<file path="config.mk">
export PLATFORM = sky130hd
export DESIGN_NAME = mul_hilo_seq
export DESIGN_NICKNAME = d
export VERILOG_FILES = /design/src/rtl/alu_pkg.sv /design/src/rtl/hilo_regs.sv /design/src/rtl/mul_hilo_seq.sv
export SDC_FILE = /design/constraint.sdc
export NUM_CORES = 1
export LEC_CHECK = 0
export CELL_PAD_IN_SITES_DETAIL_PLACEMENT = 0
export CELL_PAD_IN_SITES_GLOBAL_PLACEMENT = 2
export CORE_UTILIZATION = 23
export CTS_BUF_LIST = sky130_fd_sc_hd__clkbuf_4
export DETAILED_ROUTE_END_ITERATION = 6
export GPL_TIMING_DRIVEN = 0
export PLACE_DENSITY_LB_ADDON = 0.1
export SLEW_MARGIN = 15
export SYNTH_ARGS = -nofsm -noshare
export SYNTH_HDL_FRONTEND = slang
export SYNTH_SLANG_ARGS = --single-unit
</file>
<file path="constraint.sdc">
create_clock -name clk -period 1.8 [get_ports clk]
set_clock_uncertainty 0.1 [all_clocks]
set_input_delay 0.18 -clock clk [delete_from_list [all_inputs] [get_ports clk]]
set_output_delay 0.18 -clock clk [all_outputs]
set_load 0.1 [all_outputs]
</file>
<file path="src/rtl/alu_pkg.sv">
// rtl/alu_pkg.sv - shared types and constants for the HI/LO multiply sequencer
package alu_pkg;

  localparam int HILO_W = 32;

  localparam logic [1:0] SGN_SS = 2'b00;
  localparam logic [1:0] SGN_SU = 2'b10;
  localparam logic [1:0] SGN_UU = 2'b11;

  typedef enum logic [1:0] {
    IDLE    = 2'd0,
    WAIT    = 2'd1,
    CAPTURE = 2'd2
  } state_t;

endpackage

</file>
<file path="src/rtl/hilo_regs.sv">
// rtl/hilo_regs.sv - HI/LO register pair; a product capture overrides move-to writes
module hilo_regs
  import alu_pkg::*;
(
  input  logic              clk,
  input  logic              rst_n,
  input  logic              capture,
  input  logic [HILO_W-1:0] cap_hi,
  input  logic [HILO_W-1:0] cap_lo,
  input  logic              mthi_en,
  input  logic              mtlo_en,
  input  logic [HILO_W-1:0] wdata,
  output logic [HILO_W-1:0] hi,
  output logic [HILO_W-1:0] lo
);

  always_ff @(posedge clk or negedge rst_n) begin
    if (!rst_n) begin
      hi <= '0;
      lo <= '0;
    end else if (capture) begin
      hi <= cap_hi;
      lo <= cap_lo;
    end else begin
      if (mthi_en) hi <= wdata;
      if (mtlo_en) lo <= wdata;
    end
  end

endmodule

</file>
<file path="src/rtl/mul_hilo_seq.sv">
// rtl/mul_hilo_seq.sv - request handshake, latency sequencing and HI/LO capture
module mul_hilo_seq
  import alu_pkg::*;
#(
  parameter int MULT_LAT = 36,
  parameter int CNT_W    = 6
) (
  input  logic              clk,
  input  logic              rst_n,
  input  logic              req_valid,
  output logic              req_ready,
  input  logic [HILO_W-1:0] req_a,
  input  logic [HILO_W-1:0] req_b,
  input  logic [1:0]        req_sign,
  output logic [HILO_W-1:0] mul_a,
  output logic [HILO_W-1:0] mul_b,
  output logic [4:0]        mul_ctrl,
  input  logic [HILO_W-1:0] mul_lower,
  input  logic [HILO_W-1:0] mul_higher,
  input  logic              mthi_en,
  input  logic              mtlo_en,
  input  logic [HILO_W-1:0] wdata,
  output logic [HILO_W-1:0] hi,
  output logic [HILO_W-1:0] lo,
  output logic              busy,
  output logic              done
);

  localparam logic [CNT_W-1:0] CNT_LAST = CNT_W'(MULT_LAT - 1);

  state_t           state;
  logic [CNT_W-1:0] cnt;

  // Operands are only loaded in IDLE so the multiplier never sees a change mid-flight.
  always_ff @(posedge clk or negedge rst_n) begin
    if (!rst_n) begin
      state    <= IDLE;
      cnt      <= '0;
      mul_a    <= '0;
      mul_b    <= '0;
      mul_ctrl <= '0;
      done     <= 1'b0;
    end else begin
      done <= 1'b0;
      case (state)
        IDLE: begin
          if (req_valid) begin
            mul_a    <= req_a;
            mul_b    <= req_b;
            mul_ctrl <= {3'b000, req_sign};
            cnt      <= '0;
            state    <= WAIT;
          end
        end
        WAIT: begin
          if (cnt == CNT_LAST) state <= CAPTURE;
          else                 cnt   <= cnt + 1'b1;
        end
        CAPTURE: begin
          done  <= 1'b1;
          state <= IDLE;
        end
        default: state <= IDLE;
      endcase
    end
  end

  assign req_ready = (state == IDLE);
  assign busy      = (state != IDLE);

  hilo_regs u_hilo_regs (
    .clk     (clk),
    .rst_n   (rst_n),
    .capture (state == CAPTURE),
    .cap_hi  (mul_higher),
    .cap_lo  (mul_lower),
    .mthi_en (mthi_en),
    .mtlo_en (mtlo_en),
    .wdata   (wdata),
    .hi      (hi),
    .lo      (lo)
  );

endmodule
</file>
==> metrics.yaml <==
setup_viol: 0
tns_ns: 0
vias_per_cell: 4.181
worst_ep_required_time_ns: 2.10
drive_above_1_share: 0.2110
syn_area_um2: 5868
grt_antenna_before_repair: 2
synth-edff-count: 0
cts-root-buf: "clkbuf_4"
p_sw_mw: 10.45
ys_async_sr_fraction: 1.000
yosysSeqAreaShare: 0.5928
place_congestion: 0.7869
groute.layer.met1.usage: 0.1978
status: "completed"
use_met3: 0.03933
finalPower_mw: 17.13
remaining_drc_errors: 0
p_leak_nw: 4.558
p_int_mw: 6.677
slew_violations: 0
cp_max_fo: 7
grt_util_met2: 0.2757
yosysWarnings: 0
critPathKind: "flip-flop to flip-flop"
final_area_um2: 9432
portBuffers: 297
place_ws_ns: -0.2174
rsz0062_at_grt: "true"
numCtsBuffers: 17
whs_ns: 0.07194
vdd_drop_max_uv: 1163
synth.distinct_cells: 30
core_um2: 25110
ant_nets: 0
power_frac_seq: 0.274
row_count: 58
period_share: 0.9544
syn_inst: 603
initial_core_util: 0.2337
cts_tree: "yes"
grt_max_degree: 99
endpoint_kind: "flip-flop"
grt_pass1_vias: 5698
clockPowerShare: 0.119
pwr-share-comb: 0.607
wl_per_cell_um: 15.68
switching_share: 0.6102
drt_iter0_drc: 241
top_usage_layer: "met2"
path_clk_slew_ns: 0.13
h-tree-depth: 4
area_growth_pct: 60.73
clock_path_buffers: 2
clock_latency_ns: 0.53
synth-seq-cells: 139
grt_pass1_wl_um: 31840
fp.dieH_um: 161.7
hp-class: "primary input to flip-flop"
track_usage: 0.1591
maxSlewHeadroom: 0.6529
fmax_mhz: 582.1
vias: 5494
fin_cells: 1314
n_fill_cell: 2615
avgSynthCellArea_um2: 9.732
overflow: 0
worstMarginPinSlew_ns: 0.5207
arrival_ns: 2.02
totalWireLength_um: 20610
dp_hpwl_um: 15030
ys.flop_type: "dfrtp_1"
dieWidth_um: 161.7
layout_setup_ws_ns: 0.08203
critPathLaunchType: "flip-flop"
ios: 303
drv_cap: 0
final_nets: 1137
placed_cells: 1233
hold_viol: 0
dieArea_um2: 26160
finish.utilization: 0.3756
powerDensity_nw_per_um2: 1816
fin_crit_ns: 1.718
placed_area_um2: 9321
dr.pass1.iters: 4
clock-sinks: 139
-- power groups by stage --
stage | sequential [mW] | combinational (mW) | clock, mW
2_1_floorplan | 11.5 | 1.50 | 0
3_3_place_gp | 4.75 | 11.2 | 0
3_5_place_dp | 4.77 | 11.2 | 0
4_1_cts | 4.71 | 10.6 | 2.18
5_1_grt | 4.83 | 10.8 | 2.32
6_report | 4.70 | 10.4 | 2.04
-- worst paths after layout --
check | startpoint | cells after the start | slack [ns] | end
setup / recovery | cnt[0] | 5 | 0.08 | cnt[5]
hold / removal | req_b[29] | 3 | 0.07 | mul_b[29]
setup reg to reg | cnt[0] | 5 | 0.08 | cnt[5]
hold reg to reg | mul_b[11] | 2 | 0.38 | mul_b[11]
max in group asynchronous | rst_n | 4 | 0.23 | mul_a[13]
min in group asynchronous | rst_n | 3 | 0.54 | done
-- sequential cells by signal, summed over array words and instances (netlist names) --
register and cells:
mul_a 32, mul_b 32, u_hilo_regs.hi 32, u_hilo_regs.lo 32, cnt 6, mul_ctrl 2, state 2, done 1
-- kinds of logic (layout without fill, tap and decap cells) --
kind of cell,Yosys count,after routing,share of synthesized area
multiplexers,65,65,0.1111
other,1,6,0.0006390
buffers and inverters,43,419,0.04094
AO/OA/AOI/OAI,71,71,0.06290
flip-flops,139,139,0.5928
XOR/XNOR,2,2,0.002986
AND/OR/NAND/NOR,281,281,0.1866
adder cells (fa/ha/maj),1,1,0.002132
-- layout by cell type, fill, tap and decap left out, types with 4 or more instances in the layout --
cell	synthesis	layout
clkdlybuf4s50_1	0	163
clkinvlp_4	0	4
buf_4	4	6
o21ai_1	31	31
mux2i_1	64	64
dfrtp_1	139	139
inv_6	0	4
clkbuf_4	0	19
clkbuf_1	8	5
buf_6	5	9
o21ai_0	36	36
nand2_1	268	267
buf_2	21	148
dlygate4sd3_1	0	45
-- area by class of cell --
class                      instances  area, um^2  area share
antenna                            3       7.507   0.0007960
buffer                            40       250.2     0.02653
clock buffer                      17       127.6     0.01353
clock inverter                    14       143.9     0.01526
inverter                           3       11.26    0.001194
multi-input combinational        423        2182      0.2314
sequential                       139        3478      0.3688
tap                              330       412.9     0.04378
timing repair buffer             345        2818      0.2988
-- synthesized netlist by cell type, types with 2 or more instances --
library cell,number,area share
inv_1,3,0.0019
clkbuf_1,8,0.0051
nand2_1,268,0.17
o21ai_0,36,0.031
buf_4,4,0.0051
o21ai_1,31,0.026
dfrtp_1,139,0.59
nand3_1,3,0.0026
buf_2,21,0.018
buf_1,2,0.0013
mux2i_1,64,0.11
nor2_1,2,0.0013
buf_6,5,0.0096
-- worst max-delay path, stage by stage, from the launching register on --
cell     delay (ns)
dfrtp_1        0.40
ha_1           0.23
nor4b_4        0.33
a21oi_4        0.14
and3_1         0.18
a211o_1        0.22
-- per-layer routing --
layer / part of all wire / wire length [um]
met4: 0.0094 / 193
met3: 0.064 / 1328
met2: 0.50 / 10230
met1: 0.43 / 8851
met5: 0 / 0
-- what timing repair did --
item                       4_1_cts  5_1_grt
gates resized for setup        625       52
hold endpoints to repair       182        2
hold buffers                    43        2
setup endpoints to repair      144       63
setup buffers                    0        2
No activity file was read; power rests on OpenSTA's default activity.
